[src/rtl/fwd_hazard_unit.sv]
// Forwarding-select and load-use hazard unit for N source operands and a configurable pipeline depth.
// Optional saturating stall counter: define FWD_STALL_CNT_EN.
module fwd_hazard_unit #(
    parameter int NUM_SRC    = 2,
    parameter int NUM_STAGES = 2,
    parameter int LOAD_STAGE = 2,
    parameter int REG_AW     = 5,
    parameter int SEL_W      = $clog2(NUM_STAGES + 1)
) (
    input  logic                        clk,
    input  logic                        rst_n,
    input  logic                        pipe_hold,
    input  logic                        flush_ex,
    input  logic                        id_valid,
    input  logic [NUM_SRC*REG_AW-1:0]   id_src,
    input  logic [NUM_SRC-1:0]          id_src_used,
    input  logic [REG_AW-1:0]           id_dest,
    input  logic                        id_reg_write,
    input  logic                        id_is_load,
    input  logic [NUM_SRC*REG_AW-1:0]   ex_src,
    output logic [NUM_SRC*SEL_W-1:0]    fwd_sel,
    output logic                        stall_id,
    output logic [15:0]                 stall_cnt
);

    // Slot 0 is EX; slot k is k stages behind EX.
    logic [NUM_STAGES:0]  valid_r;
    logic [NUM_STAGES:0]  wr_r;
    logic [NUM_STAGES:0]  load_r;
    logic [REG_AW-1:0]    dest_r [0:NUM_STAGES];

    logic [NUM_SRC*SEL_W-1:0] fwd_sel_s;
    logic                     hazard_s;
    logic                     stall_id_s;

    function automatic logic slot_match(
        input logic              v,
        input logic              w,
        input logic [REG_AW-1:0] d,
        input logic [REG_AW-1:0] a
    );
        return v && w && (d != {REG_AW{1'b0}}) && (d == a);
    endfunction

    // Bypass select: scan oldest to youngest so the youngest eligible match is kept.
    always_comb begin
        fwd_sel_s = {(NUM_SRC*SEL_W){1'b0}};
        for (int i = 0; i < NUM_SRC; i++) begin
            for (int k = NUM_STAGES; k >= 1; k--) begin
                if (slot_match(valid_r[k], wr_r[k], dest_r[k], ex_src[i*REG_AW +: REG_AW]) &&
                    !((k < LOAD_STAGE) && load_r[k])) begin
                    fwd_sel_s[i*SEL_W +: SEL_W] = SEL_W'(k);
                end else begin
                    fwd_sel_s[i*SEL_W +: SEL_W] = fwd_sel_s[i*SEL_W +: SEL_W];
                end
            end
        end
    end

    // Load-use detection: a load still too young to forward when ID reaches EX.
    always_comb begin
        hazard_s = 1'b0;
        for (int i = 0; i < NUM_SRC; i++) begin
            for (int j = 0; j < LOAD_STAGE - 1; j++) begin
                if (id_src_used[i] && load_r[j] &&
                    slot_match(valid_r[j], wr_r[j], dest_r[j], id_src[i*REG_AW +: REG_AW])) begin
                    hazard_s = 1'b1;
                end else begin
                    hazard_s = hazard_s;
                end
            end
        end
        stall_id_s = id_valid && !pipe_hold && hazard_s;
    end

    // Record pipeline: shift toward older slots, bubble into EX on stall, flush or empty ID.
    always_ff @(posedge clk or negedge rst_n) begin
        if (!rst_n) begin
            valid_r <= {(NUM_STAGES+1){1'b0}};
            wr_r    <= {(NUM_STAGES+1){1'b0}};
            load_r  <= {(NUM_STAGES+1){1'b0}};
            for (int k = 0; k <= NUM_STAGES; k++) begin
                dest_r[k] <= {REG_AW{1'b0}};
            end
        end else if (!pipe_hold) begin
            for (int k = 1; k <= NUM_STAGES; k++) begin
                valid_r[k] <= valid_r[k-1];
                wr_r[k]    <= wr_r[k-1];
                load_r[k]  <= load_r[k-1];
                dest_r[k]  <= dest_r[k-1];
            end
            if (stall_id_s || flush_ex || !id_valid) begin
                valid_r[0] <= 1'b0;
                wr_r[0]    <= 1'b0;
                load_r[0]  <= 1'b0;
                dest_r[0]  <= {REG_AW{1'b0}};
            end else begin
                valid_r[0] <= 1'b1;
                wr_r[0]    <= id_reg_write;
                load_r[0]  <= id_is_load;
                dest_r[0]  <= id_dest;
            end
        end
    end

    assign fwd_sel  = fwd_sel_s;
    assign stall_id = stall_id_s;

`ifdef FWD_STALL_CNT_EN
    logic [15:0] stall_cnt_r;

    // Saturating stall-cycle counter, cleared only by reset.
    always_ff @(posedge clk or negedge rst_n) begin
        if (!rst_n) begin
            stall_cnt_r <= 16'h0000;
        end else if (stall_id_s && (stall_cnt_r != 16'hFFFF)) begin
            stall_cnt_r <= stall_cnt_r + 16'h0001;
        end
    end

    assign stall_cnt = stall_cnt_r;
`else
    assign stall_cnt = 16'h0000;
`endif

endmodule

[config.mk]
export PLATFORM = sky130hd
export DESIGN_NAME = fwd_hazard_unit
export DESIGN_NICKNAME = d
export VERILOG_FILES = /design/src/rtl/fwd_hazard_unit.sv
export SDC_FILE = /design/constraint.sdc
export NUM_CORES = 1
export LEC_CHECK = 0
export CAP_MARGIN = 20
export CORE_ASPECT_RATIO = 1.5
export CORE_MARGIN = 5
export CORE_UTILIZATION = 40
export CTS_CLUSTER_DIAMETER = 40
export DETAILED_ROUTE_END_ITERATION = 10
export PLACE_DENSITY_LB_ADDON = 0.08
export SETUP_SLACK_MARGIN = 0.02
export SKIP_LAST_GASP = 1
export SLEW_MARGIN = 20
export SYNTH_ARGS = -nofsm -noshare
export SYNTH_HDL_FRONTEND = slang
export SYNTH_SLANG_ARGS = --single-unit
[constraint.sdc]
create_clock -name clk -period 1.7 [get_ports clk]
set_input_delay 0.255 -clock clk [delete_from_list [all_inputs] [get_ports clk]]
set_output_delay 0.255 -clock clk [all_outputs]
set_load 0.01 [all_outputs]
# Word-level counts from Yosys, hierarchy flattened

Cells that the tools add are included.
W data, S select, Z words.

Logic and storage cells: 50
Output and inout bits: 21
Flip-flop bits (word level): 23
Input bits: 34

Equal/unequal tests: 6
Reductions and logical operators: 28
Muxes and demuxes: 10

Operator list:

| cell                | number |
|---|---|
| $eq A5 B5 Y1        | 6 |
| $logic_and A1 B1 Y1 | 20 |
| $reduce_bool A5 Y1  | 3 |
| $mux W2             | 4 |
| $mux W1             | 5 |
| $mux W5             | 1 |
| $logic_not A1 Y1    | 3 |
| $logic_or A1 B1 Y1  | 2 |

# Logic depth before layout (Yosys ltp)

Depth after elaboration: 10
Depth in mapped cells: 7
Depth with buffers taken out: 4

# Worst setup path before layout

No wires, ideal clock.

Kind: reg-to-output
Start point: reg dest_r[6] in the netlist's numbering
End point: out fwd_sel[1]
Data required time: 1.445 ns
Setup slack: -0.180 ns
Arrival: 1.625 ns
Buffers on the path: 0
Stages on the path, launching flop included: 5
Path through: dfrtp_1 -> or4_1 -> o2111ai_2 -> nor4_1 -> nor4_2

Word-level cells in the longest chain between the ends: 5
Elaborated cells on any way between the ends: 6
Those cells by class: eq/ne (1); mux (1); reduce/logical (4)

Ends and longest elaborated chain:

| what                             | line | source |
|---|---|---|
| start: declaration               | 30   | `logic [REG_AW-1:0] dest_r [0:NUM_STAGES];` |
| start signal: indexed assignment | 83   | `dest_r[k] <= {REG_AW{1'b0}};` |
| start signal: indexed assignment | 90   | `dest_r[k] <= dest_r[k-1];` |
| $reduce_bool A5 Y1               | 42   | `return v && w && (d != {REG_AW{1'b0}}) && (d == a);` |
| $logic_and A1 B1 Y1              | 42   |  |
| $logic_and A1 B1 Y1 (*)          | 42   |  |
| $logic_and A1 B1 Y1 (*)          | 50   | `if (slot_match(valid_r[k], wr_r[k], dest_r[k], ex_src[i*REG_AW +: REG_AW]) &&` |
| $mux W2 (*)                      | 50   |  |
| end: declaration                 | 21   | `output logic [NUM_SRC*SEL_W-1:0] fwd_sel,` |

Every way passes the cells marked *; elsewhere a longest branch is shown, timed or not.

# Final worst setup path

Start point: reg dest_r[6] in the netlist's numbering
End point: out fwd_sel[3]

The elaborated chain is that of the path after synthesis.

==> results.sh <==
export IMPL_status="complete, but fails checks"
export IMPL_failed_checks="negative setup slack"
export IMPL_clk_pin_slew_ns=0.08
export IMPL_synth_seq_area_share=0.392
export IMPL_grt_antenna_before_repair=0
export IMPL_dp_hpwl_mm=3.00
export IMPL_cts_root_buffer="clkbuf_8"
export IMPL_ff2ff_path_depth=5
export IMPL_multi_input_area_um2=858
export IMPL_fin_crit_sh=1.26
export IMPL_min_path_type="primary input to asynchronous set/reset pin"
export IMPL_hold_violations=0
export IMPL_dp_cells=241
export IMPL_wire_per_inst_um=14.6
export IMPL_antenna_left=0
export IMPL_synth_xor_area_share=0.179
export IMPL_diodes=0
export IMPL_grt_pass1_vias=1289
export IMPL_cts_sinks=23
export IMPL_endpoint_kind="primary output"
export IMPL_cts_tree="yes"
export IMPL_p_per_area_mw_per_mm2=708
export IMPL_drv_slew=0
export IMPL_p_leak_uw=0.000936
export IMPL_synth_seq_cells=23
export IMPL_core_rowCount=27
export IMPL_overflow=0
export IMPL_nets=242
export IMPL_area_growth_pct=46.8
export IMPL_cts_htree_levels=1
export IMPL_synth_area_mm2=0.00147
export IMPL_rsz0062_at_grt="yes"
export IMPL_fillers=353
export IMPL_final_cell_mix="clkdlybuf4s50_1 (33), buf_4 (31), dfrtp_1 (23)"
export IMPL_power_uw=1530
export IMPL_die_y_um=84.2
export IMPL_firstDrtPassIters=4
export IMPL_critPathRequiredTime_ns=1.44
export IMPL_synth_top_family_by_area="XOR/XNOR gates"
export IMPL_postCtsHoldBufs=0
export IMPL_port_buffers=38
export IMPL_reg2reg_from="dest_r[12]"
export IMPL_fmax_mhz=468
export IMPL_synthAdderAreaFrac=0
export IMPL_wl_mm=3.66
export IMPL_final_common_cell="clkdlybuf4s50_1"
export IMPL_cp_start_kind="flop"
export IMPL_synth_mux_area_fraction=0.115
export IMPL_core_mm2=0.00361
export IMPL_drtIter0Drc=52
export IMPL_path_max_fanout=2
export IMPL_vdd_drop_max_mv=0.564
export IMPL_layout_drive_gt1_share=0.319
export IMPL_cap_violations=0
export IMPL_grt_total_usage=0.157
export IMPL_dieArea_mm2=0.00501
export IMPL_postSynthAreaPerCell_um2=10.6
export IMPL_setup_viol=5
export IMPL_cts_buffer_depth=2
export IMPL_grt_max_degree=24
export IMPL_gp_congestion=0.893
export IMPL_worstSetupPathType="flop to primary output"
export IMPL_drc=0
export IMPL_grt_pass1_wl_mm=6.15
export IMPL_finalClockSkew_ns=0.00203
export IMPL_fin_crit_ns=2.14
export IMPL_layout_setup_ws_ns=-0.439
export IMPL_final_util=0.597
export IMPL_synth_cell_types=23
export IMPL_die_w_um=59.5
export IMPL_clkLatencyLatePin_ns=0.25
export IMPL_final_cells=250
export IMPL_worstPathArrival_ns=1.88
export IMPL_postSynthCellCount=138
export IMPL_ff2ff_setup_slack_ns=0.10
export IMPL_routed_via_density=4.94
export IMPL_start_util=0.406
export IMPL_cts_buffers=3
export IMPL_synth_warnings=0
export IMPL_holdWs_ns=0.353
export IMPL_ioPinCount=55
export IMPL_yosys_area_share_simple=0.101
export IMPL_rr_endpoint="dest_r[12]"
export IMPL_synth_compound_area_frac=0.111
export IMPL_area_sequential_um2=576
export IMPL_routed_via_count=1234
[power by group]
group	switching, uW	leakage [uW]	total, uW	internal, uW
registers	73.0	0.000298	690	617
clock network	159	0.0000228	326	167
logic	210	0.000615	512	302
total	442	0.000936	1530	1090
[cell families (layout without fill, tap and decap cells)]
| family | count (synthesis) | after routing |
|---|---|---|
| XOR/XNOR | 30 | 30 |
| AO/OA/AOI/OAI | 21 | 21 |
| flip-flops | 23 | 23 |
| AND/OR/NAND/NOR | 25 | 25 |
| other | 1 | 16 |
| multiplexers | 15 | 15 |
| buffers and inverters | 23 | 77 |
[registers in the layout (all words and copies together), names as in the netlist]
register / count
dest_r: 15
load_r: 2
wr_r: 3
valid_r: 3
[routing by layer]
| layer | GRT usage | share of wire | wire length [um] |
|---|---|---|---|
| met1 | 0.179 | 0.37 | 1370 |
| met5 | 0 | 0 | 0 |
| met4 | 0.0557 | 0.021 | 76 |
| met3 | 0.0262 | 0.048 | 174 |
| met2 | 0.281 | 0.56 | 2030 |
[layout make-up]
cell class                 count  area share
inverter                       2     0.00348
sequential                    23       0.267
multi-input combinational    107       0.398
tap                           43      0.0249
timing repair buffer          71       0.286
clock buffer                   4      0.0209
[repair_timing]
action / 4_1_cts / 5_1_grt
endpoints found under the setup margin: 13 / 13
pin swaps: 3 / 5
cloned: 0 / 0
hold endpoints to repair: 0 / 0
buffers inserted: 4 / 1
gates resized for setup: 27 / 2
[critical path, stage by stage, from the launching register on]
cell       delay (ns)
dfrtp_1          0.38
or4_4            0.55
o2111ai_4        0.23
buf_4            0.15
nor4_2           0.04
nor4_2           0.11
buf_2            0.16
[through the flow]
| step | setup WS [ns] | TNS (ns) | cell area [um2] |
|---|---|---|---|
| 3_3_place_gp | -0.631 | -2.94 | 2030 |
| 5_1_grt | -0.571 | -2.18 | 2160 |
| 2_1_floorplan | -0.0492 | -0.0985 | 1530 |
| 6_report | -0.439 | -1.74 | 2160 |
| 3_5_place_dp | -0.702 | -3.21 | 2030 |
| 4_1_cts | -0.476 | -1.80 | 2140 |
[synth_stat cells]
cell type / instances / area [um2]
a22oi_1: 1 / 7.51
a32oi_1: 7 / 61.3
buf_2: 1 / 5.00
buf_4: 16 / 120
clkbuf_1: 4 / 15.0
conb_1: 1 / 3.75
dfrtp_1: 23 / 576
inv_1: 2 / 7.51
mux2_2: 15 / 169
nand2_1: 7 / 26.3
nand3_1: 4 / 20.0
nand4_1: 2 / 12.5
nor2b_1: 3 / 18.8
nor3_1: 2 / 10.0
nor4_1: 2 / 12.5
nor4_2: 2 / 25.0
o2111ai_1: 2 / 17.5
o2111ai_2: 2 / 30.0
o21ai_0: 8 / 40.0
o22ai_1: 1 / 6.26
or4_1: 3 / 22.5
xnor2_1: 16 / 140
xor2_1: 14 / 123
[worst max-delay path by stage]
stage                     startpoint         end  slack [ns]  depth (start not counted)
after floorplan            dest_r[6]  fwd_sel[1]       -0.05                          4
after global placement     ex_src[4]  fwd_sel[1]       -0.63                          6
after detailed placement   ex_src[4]  fwd_sel[1]       -0.70                          6
after CTS                  dest_r[6]  fwd_sel[1]       -0.48                          6
after global routing       dest_r[6]  fwd_sel[1]       -0.57                          6
final                      dest_r[6]  fwd_sel[3]       -0.44                          6
No activity file was read; power rests on OpenSTA's default activity.
